File: src/rtl/a2mem_switch_ctrl.sv
// Apple II / IIgs soft-switch decoder with keyboard FIFO.
// Latency: switches, SLOTROM, INTC8ROM and aux_mem register one clk_logic edge after the strobe.
//          keycode is combinational from FIFO state; keypress_strobe and key_ready are registered.
// Backpressure: key_ready drops when the FIFO is full; the bus side is never stalled.
//
// Ports:
//   clk_logic, system_reset      - single clock, async active-high reset
//   addr, data, rw_n             - Apple II bus, qualified by data_in_strobe (one pulse per bus cycle)
//   key_valid, key_code, key_ready - keyboard push interface (push on key_valid && key_ready)
//   TEXT_MODE .. AN3             - C050-C05F video/annunciator switches
//   STORE80 .. ALTCHAR           - C000-C00F memory management switches (write only)
//   INTC8ROM, SLOTROM            - expansion ROM ownership tracking
//   MONOCHROME_*, SHRG_MODE, LINEARIZE_MODE, *_COLOR - IIgs video registers
//   aux_mem                      - registered aux/main bank select for the current access
//   keycode, keypress_strobe     - keyboard data (bit 7 = key pending) and new-head pulse
module a2mem_switch_ctrl #(
  parameter int KEY_FIFO_DEPTH = 4,
  parameter int ENABLE_IIGS    = 1
) (
  input  logic        clk_logic,
  input  logic        system_reset,
  input  logic [15:0] addr,
  input  logic [7:0]  data,
  input  logic        rw_n,
  input  logic        data_in_strobe,
  input  logic        key_valid,
  input  logic [6:0]  key_code,
  output logic        key_ready,
  output logic        TEXT_MODE,
  output logic        MIXED_MODE,
  output logic        PAGE2,
  output logic        HIRES_MODE,
  output logic        AN0,
  output logic        AN1,
  output logic        AN2,
  output logic        AN3,
  output logic        STORE80,
  output logic        RAMRD,
  output logic        RAMWRT,
  output logic        INTCXROM,
  output logic        ALTZP,
  output logic        SLOTC3ROM,
  output logic        COL80,
  output logic        ALTCHAR,
  output logic        INTC8ROM,
  output logic        MONOCHROME_MODE,
  output logic        MONOCHROME_DHIRES_MODE,
  output logic        SHRG_MODE,
  output logic        LINEARIZE_MODE,
  output logic        aux_mem,
  output logic        keypress_strobe,
  output logic [2:0]  SLOTROM,
  output logic [3:0]  TEXT_COLOR,
  output logic [3:0]  BACKGROUND_COLOR,
  output logic [3:0]  BORDER_COLOR,
  output logic [7:0]  keycode
);

  localparam int AW = (KEY_FIFO_DEPTH > 1) ? $clog2(KEY_FIFO_DEPTH) : 1;
  localparam int CW = AW + 1;
  localparam logic [CW-1:0] FULL_CNT = CW'(KEY_FIFO_DEPTH);

  // Bit i of each vector is the switch addressed by pair i (addresses 2i / 2i+1).
  // mmu: STORE80, RAMRD, RAMWRT, INTCXROM, ALTZP, SLOTC3ROM, COL80, ALTCHAR
  // vid: TEXT_MODE, MIXED_MODE, PAGE2, HIRES_MODE, AN0, AN1, AN2, AN3
  localparam logic [7:0] MMU_RST = 8'h00;
  localparam logic [7:0] VID_RST = 8'h01;

  logic [7:0] mmu_sw_q, mmu_sw_d;
  logic [7:0] vid_sw_q, vid_sw_d;
  logic [2:0] slotrom_q, slotrom_d;
  logic       intc8rom_q, intc8rom_d;
  logic       aux_q, aux_d;
  logic       mono_q, mono_d;
  logic       shrg_q, shrg_d;
  logic       lin_q, lin_d;
  logic       mdh_q, mdh_d;
  logic [3:0] text_color_q, text_color_d;
  logic [3:0] bg_color_q, bg_color_d;
  logic [3:0] border_color_q, border_color_d;

  // Keyboard FIFO state
  logic [6:0]    key_mem_q [KEY_FIFO_DEPTH];
  logic [AW-1:0] wr_ptr_q, wr_ptr_d;
  logic [AW-1:0] rd_ptr_q, rd_ptr_d;
  logic [CW-1:0] count_q, count_d;
  logic [6:0]    last_key_q, last_key_d;
  logic          key_ready_q, key_ready_d;
  logic          kp_strobe_q, kp_strobe_d;

  logic       push, pop, fifo_nonempty;
  logic [6:0] head_key;

  // Pre-edge switch values used for decode
  logic store80, ramrd, ramwrt, intcxrom, altzp, slotc3rom, page2, hires;
  assign store80   = mmu_sw_q[0];
  assign ramrd     = mmu_sw_q[1];
  assign ramwrt    = mmu_sw_q[2];
  assign intcxrom  = mmu_sw_q[3];
  assign altzp     = mmu_sw_q[4];
  assign slotc3rom = mmu_sw_q[5];
  assign page2     = vid_sw_q[2];
  assign hires     = vid_sw_q[3];

  logic acc_c00x, acc_c01x, acc_c05x, acc_slot, acc_c3xx;
  assign acc_c00x = (addr[15:4] == 12'hC00);
  assign acc_c01x = (addr[15:4] == 12'hC01);
  assign acc_c05x = (addr[15:4] == 12'hC05);
  // Cn00-CnFF for n = 1..7
  assign acc_slot = (addr[15:12] == 4'hC) && !addr[11] && (addr[10:8] != 3'd0);
  assign acc_c3xx = (addr[15:8] == 8'hC3);

  // ---------------------------------------------------------------------------
  // Bus decode
  // ---------------------------------------------------------------------------
  always_comb begin
    mmu_sw_d       = mmu_sw_q;
    vid_sw_d       = vid_sw_q;
    slotrom_d      = slotrom_q;
    intc8rom_d     = intc8rom_q;
    aux_d          = aux_q;
    mono_d         = mono_q;
    shrg_d         = shrg_q;
    lin_d          = lin_q;
    mdh_d          = mdh_q;
    text_color_d   = text_color_q;
    bg_color_d     = bg_color_q;
    border_color_d = border_color_q;

    if (data_in_strobe) begin
      // Memory management switches only respond to writes
      if (acc_c00x && !rw_n) begin
        mmu_sw_d[addr[3:1]] = addr[0];
      end
      if (acc_c05x) begin
        vid_sw_d[addr[3:1]] = addr[0];
      end

      if ((ENABLE_IIGS != 0) && !rw_n) begin
        case (addr)
          16'hC021: mono_d = data[7];
          16'hC022: begin
            text_color_d = data[7:4];
            bg_color_d   = data[3:0];
          end
          16'hC029: begin
            shrg_d = data[7];
            lin_d  = data[6];
            mdh_d  = data[5];
          end
          16'hC034: border_color_d = data[3:0];
          default: ;
        endcase
      end

      if (acc_slot && !intcxrom) begin
        slotrom_d = addr[10:8];
      end
      if (acc_c3xx && !intcxrom && !slotc3rom) begin
        intc8rom_d = 1'b1;
      end
      // CFFF releases the shared C800 space and wins over a C3xx claim
      if (addr == 16'hCFFF) begin
        intc8rom_d = 1'b0;
      end

      if (addr < 16'h0200) begin
        aux_d = altzp;
      end else if (store80 && (addr[15:10] == 6'b000001)) begin
        // 0400-07FF: text page 1 steered by PAGE2 under 80STORE
        aux_d = page2;
      end else if (store80 && hires && (addr[15:13] == 3'b001)) begin
        // 2000-3FFF: hires page 1 steered by PAGE2 under 80STORE+HIRES
        aux_d = page2;
      end else if (addr < 16'hC000) begin
        aux_d = rw_n ? ramrd : ramwrt;
      end else begin
        aux_d = 1'b0;
      end
    end
  end

  // ---------------------------------------------------------------------------
  // Keyboard FIFO
  // ---------------------------------------------------------------------------
  assign fifo_nonempty = (count_q != '0);
  assign head_key      = key_mem_q[rd_ptr_q];
  assign push          = key_valid && key_ready_q;
  assign pop           = data_in_strobe && acc_c01x && fifo_nonempty;

  always_comb begin
    wr_ptr_d    = wr_ptr_q;
    rd_ptr_d    = rd_ptr_q;
    last_key_d  = last_key_q;
    count_d     = count_q + {{AW{1'b0}}, push} - {{AW{1'b0}}, pop};
    if (push) begin
      wr_ptr_d = wr_ptr_q + 1'b1;
    end
    if (pop) begin
      rd_ptr_d   = rd_ptr_q + 1'b1;
      last_key_d = head_key;
    end
    key_ready_d = (count_d != FULL_CNT);
    // A new head appears when an empty FIFO receives a key, or a pop exposes
    // the next entry (including a key pushed on the same edge).
    kp_strobe_d = (push && !fifo_nonempty) || (pop && (count_d != '0));
  end

  // Storage needs no reset: entries are only visible while counted as valid.
  always_ff @(posedge clk_logic) begin
    if (push) begin
      key_mem_q[wr_ptr_q] <= key_code;
    end
  end

  // ---------------------------------------------------------------------------
  // State registers
  // ---------------------------------------------------------------------------
  always_ff @(posedge clk_logic or posedge system_reset) begin
    if (system_reset) begin
      mmu_sw_q       <= MMU_RST;
      vid_sw_q       <= VID_RST;
      slotrom_q      <= 3'd0;
      intc8rom_q     <= 1'b0;
      aux_q          <= 1'b0;
      mono_q         <= 1'b0;
      shrg_q         <= 1'b0;
      lin_q          <= 1'b0;
      mdh_q          <= 1'b0;
      text_color_q   <= 4'hF;
      bg_color_q     <= 4'h6;
      border_color_q <= 4'h6;
      wr_ptr_q       <= '0;
      rd_ptr_q       <= '0;
      count_q        <= '0;
      last_key_q     <= 7'd0;
      key_ready_q    <= 1'b1;
      kp_strobe_q    <= 1'b0;
    end else begin
      mmu_sw_q       <= mmu_sw_d;
      vid_sw_q       <= vid_sw_d;
      slotrom_q      <= slotrom_d;
      intc8rom_q     <= intc8rom_d;
      aux_q          <= aux_d;
      mono_q         <= mono_d;
      shrg_q         <= shrg_d;
      lin_q          <= lin_d;
      mdh_q          <= mdh_d;
      text_color_q   <= text_color_d;
      bg_color_q     <= bg_color_d;
      border_color_q <= border_color_d;
      wr_ptr_q       <= wr_ptr_d;
      rd_ptr_q       <= rd_ptr_d;
      count_q        <= count_d;
      last_key_q     <= last_key_d;
      key_ready_q    <= key_ready_d;
      kp_strobe_q    <= kp_strobe_d;
    end
  end

  // ---------------------------------------------------------------------------
  // Outputs
  // ---------------------------------------------------------------------------
  assign STORE80    = mmu_sw_q[0];
  assign RAMRD      = mmu_sw_q[1];
  assign RAMWRT     = mmu_sw_q[2];
  assign INTCXROM   = mmu_sw_q[3];
  assign ALTZP      = mmu_sw_q[4];
  assign SLOTC3ROM  = mmu_sw_q[5];
  assign COL80      = mmu_sw_q[6];
  assign ALTCHAR    = mmu_sw_q[7];

  assign TEXT_MODE  = vid_sw_q[0];
  assign MIXED_MODE = vid_sw_q[1];
  assign PAGE2      = vid_sw_q[2];
  assign HIRES_MODE = vid_sw_q[3];
  assign AN0        = vid_sw_q[4];
  assign AN1        = vid_sw_q[5];
  assign AN2        = vid_sw_q[6];
  assign AN3        = vid_sw_q[7];

  assign SLOTROM                = slotrom_q;
  assign INTC8ROM               = intc8rom_q;
  assign aux_mem                = aux_q;
  assign MONOCHROME_MODE        = mono_q;
  assign MONOCHROME_DHIRES_MODE = mdh_q;
  assign SHRG_MODE              = shrg_q;
  assign LINEARIZE_MODE         = lin_q;
  assign TEXT_COLOR             = text_color_q;
  assign BACKGROUND_COLOR       = bg_color_q;
  assign BORDER_COLOR           = border_color_q;

  assign key_ready       = key_ready_q;
  assign keypress_strobe = kp_strobe_q;
  // Bit 7 flags a pending key; when empty the last consumed key stays visible.
  assign keycode         = {fifo_nonempty, fifo_nonempty ? head_key : last_key_q};

endmodule

File: config.mk
export PLATFORM = sky130hd
export DESIGN_NAME = a2mem_switch_ctrl
export DESIGN_NICKNAME = d
export VERILOG_FILES = /design/src/rtl/a2mem_switch_ctrl.sv
export SDC_FILE = /design/constraint.sdc
export NUM_CORES = 1
export LEC_CHECK = 0
export ABC_AREA = 1
export CORE_AREA = 2 2 91 93
export DETAILED_ROUTE_END_ITERATION = 8
export DIE_AREA = 0 0 93 95
export PLACE_DENSITY = 0.79
export SLEW_MARGIN = 20
export SYNTH_ARGS = -nofsm -noshare
export SYNTH_HDL_FRONTEND = slang
export SYNTH_SLANG_ARGS = --single-unit
File: constraint.sdc
create_clock -name clk_logic -period 3.1 [get_ports clk_logic]
set_input_delay 0.62 -clock clk_logic [delete_from_list [all_inputs] [get_ports clk_logic]]
set_output_delay 0.62 -clock clk_logic [all_outputs]
set_load 0.01 [all_outputs]
==> results_dict.tcl, run 1 <==
set metrics [dict create \
    status "finished, final reports clean" \
    hp-class "reg2reg" \
    swShare_pct 29.7 \
    core_sq_um 7930 \
    insertion_delay_ns 0.36 \
    layout_min_cycle_time_ns 2.84 \
    power.internal_uw 1770 \
    skew_ns 0.0127 \
    async_flop_share_pct 65.4 \
    diodes 0 \
    synth.largest_area_cell "dfrtp_1" \
    clock_sinks 81 \
    synthesis.nets 456 \
    drtAntennaViolNets 0 \
    fmax_mhz 352 \
    hpwlAfterDp_um 6570 \
    cts_resized 0 \
    portBuffers 82 \
    maxSlewHeadroom_pct 58.5 \
    worst_setup_path_start_kind "primary input" \
    synth-edff-count 28 \
    cp_num_buf_inv 4 \
    die_h_um 95 \
    yosys_warnings 0 \
    p_per_area_nw_per_um2 493 \
    slew_viol_final 0 \
    crit_fanout 3 \
    rows 33 \
    grt_pass1_vias 3016 \
    synth_area_leaders "dfrtp_1, edfxtp_1, nand2_1" \
    grt_remaining_overflow 0 \
    hold_viol_final 0 \
    critPathCaptureType "register" \
    synth_cells 413 \
    dr.first_iter.drc_count 199 \
    gp_congestion 0.889 \
    final_cell_mix "clkdlybuf4s50_1, nand2_1, inv_1" \
    maxCapViolations 0 \
    path_clk_slew_ns 0.09 \
    drtPass1Iterations 5 \
    p_leak_uw 0.00225 \
    dp_cells 607 \
    final_cells 623 \
    whs_ns 0.470 \
    synth_cell_types 34 \
    clkPwrFrac_pct 26.9 \
    comb_power_share_pct 21.6 \
    cp.arrival_ns 3.09 \
    ios 83 \
    max_stage_delay_ns 0.47 \
    grt.total_usage_pct 20.9 \
    cts_tree "done" \
    ys.flop_type "dfrtp_1" \
    dieArea_sq_um 8840 \
    cp_top_family "buffers and inverters" \
    syn2layout_area_growth_pct 30.1 \
    die_w_um 93 \
    worst_ep_required_time_ns 3.35 \
    seqPwrFrac_pct 51.5 \
    period_share_pct 91.6 \
    drc 0 \
    holdBufCountCts 0 \
    routed_via_density 4.98 \
    mostFrequentLayoutCell "clkdlybuf4s50_1" \
    grt_max_degree 28 \
    drive_gt1_share_pct 15.8 \
    numCtsBuffers 9 \
    routedWlPerCell_um 13.8 \
    htreeDepth 3 \
    peakVddDrop_v 0.000374 \
    nNetsFinal 556 \
    grt_pass1_wl_um 14300 \
    tns_ns 0 \
    crit_slowest_cell "clkdlybuf4s50_1" \
    wl_um 8620 \
    crit_top_cell "nand2_1" \
    syn_area_sq_um 3910 \
    cts_buffer_depth 2 \
    tightestPinTransition_ns 0.620 \
    setup_violations 0 \
    rsz0062_at_grt "no" \
    vias 3100 \
    synth_top_area_share_pct 27.5 \
    cts_root_buf "clkbuf_8" \
    grt_antenna_before_repair 0 \
    synth_seq_cells 81 \
    critPathKind "in2reg" \
    start_util_pct 49.4 \
    avgSynthCellArea_sq_um 9.47 \
    p_sw_uw 745 \
    post-cts-setup-buffers 0 \
    ys_seq_area_share_pct 55.7 \
    crit_chain "clkdlybuf4s50_1, nand2_1, inv_1, nand2_4, nor3_1, nand2_1, inv_2, ha_1, inv_1, ha_1, fa_1, xnor2_1, xor2_1, o21ai_0, nand2_1" \
]
==> power groups by stage <==
stage	registers (uW)	logic (uW)	clock network, uW
after floorplan	1310	299	0
after global placement	1310	528	0
after detailed placement	1310	551	0
after CTS	1290	552	694
after global routing	1300	608	749
final	1290	542	677
==> area by class of cell <==
| class | instances | area (sq um) |
|---|---|---|
| Clock inverter | 7 | 46.3 |
| Inverter | 57 | 214 |
| Clock buffer | 9 | 124 |
| Fill cell | 665 | 2840 |
| Sequential cell | 81 | 2180 |
| Timing Repair Buffer | 98 | 941 |
| Multi-Input combinational cell | 266 | 1460 |
| Tap cell | 105 | 131 |
==> flip-flops by register name, summed over array words and instances (netlist names), 2 cells and up <==
| register | count |
|---|---|
| TEXT_COLOR | 4 |
| vid_sw_q | 8 |
| rd_ptr_q | 2 |
| count_q | 3 |
| SLOTROM | 3 |
| BACKGROUND_COLOR | 4 |
| mmu_sw_q | 8 |
| BORDER_COLOR | 4 |
| last_key_q | 7 |
| wr_ptr_q | 2 |
| key_mem_q | 28 |
==> cell usage after synthesis, types with 2 or more instances <==
cell type,number
nand2_1,81
inv_1,51
nor2_1,45
dfrtp_1,43
o21ai_0,41
edfxtp_1,28
nand3_1,23
dfstp_2,10
nand4_1,9
o21ai_2,8
o21bai_2,7
o22a_1,7
ha_1,6
nor3_1,6
o21ai_1,6
inv_2,5
nor2_2,4
nor3_2,4
buf_2,3
buf_6,3
nand2_2,3
nor2_4,3
xor2_1,3
a21oi_1,2
clkbuf_1,2
nand2_4,2
==> routing by layer <==
metal / up-vias / GRT usage [%] / wire [um]
met5: - / 0 / 0
met4: 0 / 7.84 / 120
met3: 11 / 4.39 / 507
met2: 95 / 34.4 / 4070
met1: 1439 / 27.4 / 3920
li1: 1555 / - / -
==> logic make-up (layout without fill, tap and decap cells) <==
kind of cell	after synthesis	count (layout)	synth area share, %
compound gates	71	71	11.6
xor+xnor	4	4	0.896
buf+inv	66	171	7.10
fa+ha+maj	7	7	2.43
flops	81	81	55.7
simple gates	184	184	22.2
==> path summary, 6_finish.rpt <==
path | from | to | slack (ns) | cells past startpoint
worst min-delay path | BORDER_COLOR[1] | BORDER_COLOR[1] | 0.47 | 2
worst max register to register | count_q[1] | keypress_strobe | 0.70 | 12
min in group asynchronous | system_reset | keypress_strobe | 0.49 | 2
worst min register to register | BORDER_COLOR[1] | BORDER_COLOR[1] | 0.47 | 2
max in group asynchronous | system_reset | vid_sw_q[0] | 1.93 | 3
worst max-delay path | addr[14] | keypress_strobe | 0.26 | 15
==> metrics by stage <==
stage                     total power (uW)  setup slack, ns  utilization [%]  instance area (sq um)
after floorplan                       1600            0.522                -                   3910
after CTS                             2540            0.269             64.2                   5090
final                                 2510            0.262             64.2                   5090
after global routing                  2660            0.123             64.2                   5090
after global placement                1840           0.0238             62.1                   4920
after detailed placement              1860           -0.117             62.1                   4920
==> worst register-to-register path: stages, from the launching register on <==
cell     delay (ns)
dfrtp_1        0.43
nor3_2         0.20
nor2_1         0.06
nand2_1        0.11
inv_2          0.06
ha_1           0.27
inv_1          0.05
ha_1           0.18
fa_1           0.39
xnor2_1        0.15
xor2_1         0.17
o21ai_0        0.18
nand2_1        0.06
No activity file was read; power rests on OpenSTA's default activity.
==> inputs of run 2 (changes only) <==
--- a/config.mk
+++ b/config.mk
@@ -9,6 +9,7 @@
 export CORE_AREA = 2 2 91 93
 export DETAILED_ROUTE_END_ITERATION = 8
 export DIE_AREA = 0 0 93 95
+export MAX_ROUTING_LAYER = met4
 export PLACE_DENSITY = 0.79
 export SLEW_MARGIN = 20
 export SYNTH_ARGS = -nofsm -noshare
==> results_dict.tcl, run 2 (synthesis results as in run 1) <==
set metrics [dict create \
    die_h_um 95 \
    worst-path-stages 16 \
    mostFrequentLayoutCell "clkdlybuf4s50_1" \
    crit_top_cell "nand2_1" \
    grt_remaining_overflow 0 \
    cts_buffer_depth 2 \
    regMostFlops "key_mem_q" \
    core_sq_um 7930 \
    portBuffers 82 \
    r2r-end "keypress_strobe" \
    crit_fanout 3 \
    htreeDepth 3 \
    maxCapViolations 0 \
    numCtsBuffers 9 \
    critPathKind "in2reg" \
    gp_congestion 0.913 \
    cts_tree "done" \
    dr.first_iter.drc_count 121 \
    worst_ep_required_time_ns 3.35 \
    p_leak_uw 0.00228 \
    drtPass1Iterations 4 \
    diodes 0 \
    grt.total_usage_pct 22.4 \
    hpwlAfterDp_um 6650 \
    reg2reg_slack_ns 0.58 \
    final_cell_mix "clkdlybuf4s50_1, nand2_1, inv_1" \
    path_clk_slew_ns 0.08 \
    drive_gt1_share_pct 16.2 \
    maxSlewHeadroom_pct 59.2 \
    vias 3138 \
    whs_endpoint "BORDER_COLOR[1]" \
    dieArea_sq_um 8840 \
    grt_antenna_before_repair 0 \
    power_uw 2690 \
    ios 83 \
    rows 33 \
    drtAntennaViolNets 0 \
    die_w_um 93 \
    nFillCells 657 \
    grt_pass1_wl_um 14900 \
    dp_slack_ns -0.0981 \
    drc 0 \
    routedWlPerCell_um 14.2 \
    clock_sinks 81 \
    start_util_pct 49.4 \
    cp_num_buf_inv 5 \
    critPathCaptureType "register" \
    max_stage_delay_ns 0.49 \
    peakVddDrop_v 0.000321 \
    nNetsFinal 557 \
    period_share_pct 94.6 \
    hold_viol_final 0 \
    rsz0062_at_grt "no" \
    worst_setup_path_start_kind "primary input" \
    routed_via_density 5.03 \
    insertion_delay_ns 0.36 \
    place_area_sq_um 4920 \
    crit_chain "clkdlybuf4s50_1, nand2_1, inv_1, nand2_4, nor3_2, nand2_1, inv_2, ha_1, inv_1, ha_1, fa_1, xnor2_1, xor2_1, buf_4, o21ai_0, nand2_1" \
    setup_slack_ns 0.166 \
    hp-class "reg2reg" \
    grt_pass1_vias 3064 \
    grt_max_degree 27 \
    min_path_cells 2 \
    syn2layout_area_growth_pct 31.6 \
    cp_top_family "buffers and inverters" \
    crit_slowest_cell "clkdlybuf4s50_1" \
    wl_um 8830 \
    holdBufCountCts 0 \
    hold_start "BORDER_COLOR[1]" \
    layout_min_cycle_time_ns 2.93 \
    tightestPinTransition_ns 0.609 \
    cts_root_buf "clkbuf_8" \
    whs_ns 0.466 \
    reg2regPathDepth 13 \
    largest_register_ffs 28 \
    slew_viol_final 0 \
    reg_top3 "key_mem_q (28), mmu_sw_q (8), vid_sw_q (8)" \
    p_per_area_nw_per_um2 522 \
    skew_ns 0.00775 \
    worstReg2RegStart "count_q[1]" \
    cp.arrival_ns 3.18 \
    fmax_mhz 341 \
    setup_violations 0 \
    final_cell_area_sq_um 5150 \
    status "finished, final reports clean" \
]
## run 2: area by class of cell
cell class	instances	area [sq um]	area share, %
flip-flops and latches	81	2180	42.3
multi-input cells	266	1460	28.4
repair buffers	99	948	18.4
inverters	57	214	4.16
clock buffers	10	149	2.89
well taps	105	131	2.55
clock inverters	6	65.1	1.26
## run 2: how the worst max path moves through the flow
stage                start               to  slack [ns]
4_1_cts        rd_ptr_q[0]       keycode[0]        0.19
2_1_floorplan      addr[6]  keypress_strobe        0.52
3_3_place_gp      addr[13]  keypress_strobe        0.03
5_1_grt        rd_ptr_q[0]       keycode[0]        0.02
6_report          addr[15]  keypress_strobe        0.17
3_5_place_dp      addr[15]  keypress_strobe        -0.1
## run 2: metal layers
layer  GRT usage, %  wire length (um)
met5              -                 0
met3           5.59               601
met2           35.3              4120
met1           28.7              3960
met4           7.11               151
## run 2: through the flow
stage | cells | util [%] | TNS [ns]
2_1_floorplan | 413 | - | 0
3_3_place_gp | 607 | 62.1 | 0
3_5_place_dp | 607 | 62.1 | -0.149
4_1_cts | 623 | 64.8 | 0
5_1_grt | 624 | 64.9 | 0
6_report | 624 | 64.9 | 0
## run 2: worst min-delay path, cell delays in order, from the launching register on
cell and delay (ns):
dfstp_2 0.37, nand2_1 0.05, nand2_1 0.04
## run 2: repair_timing
action | CTS | global route
gates resized for setup | 0 | 1
endpoints found under the setup margin | 0 | 1
setup buffers | 0 | 1
hold endpoints to repair | 0 | 0
## run 2: power by group
part | internal (uW) | switching [uW]
sequential | 1240 | 53.8
combinational | 265 | 323
clock | 420 | 388
total | 1920 | 765
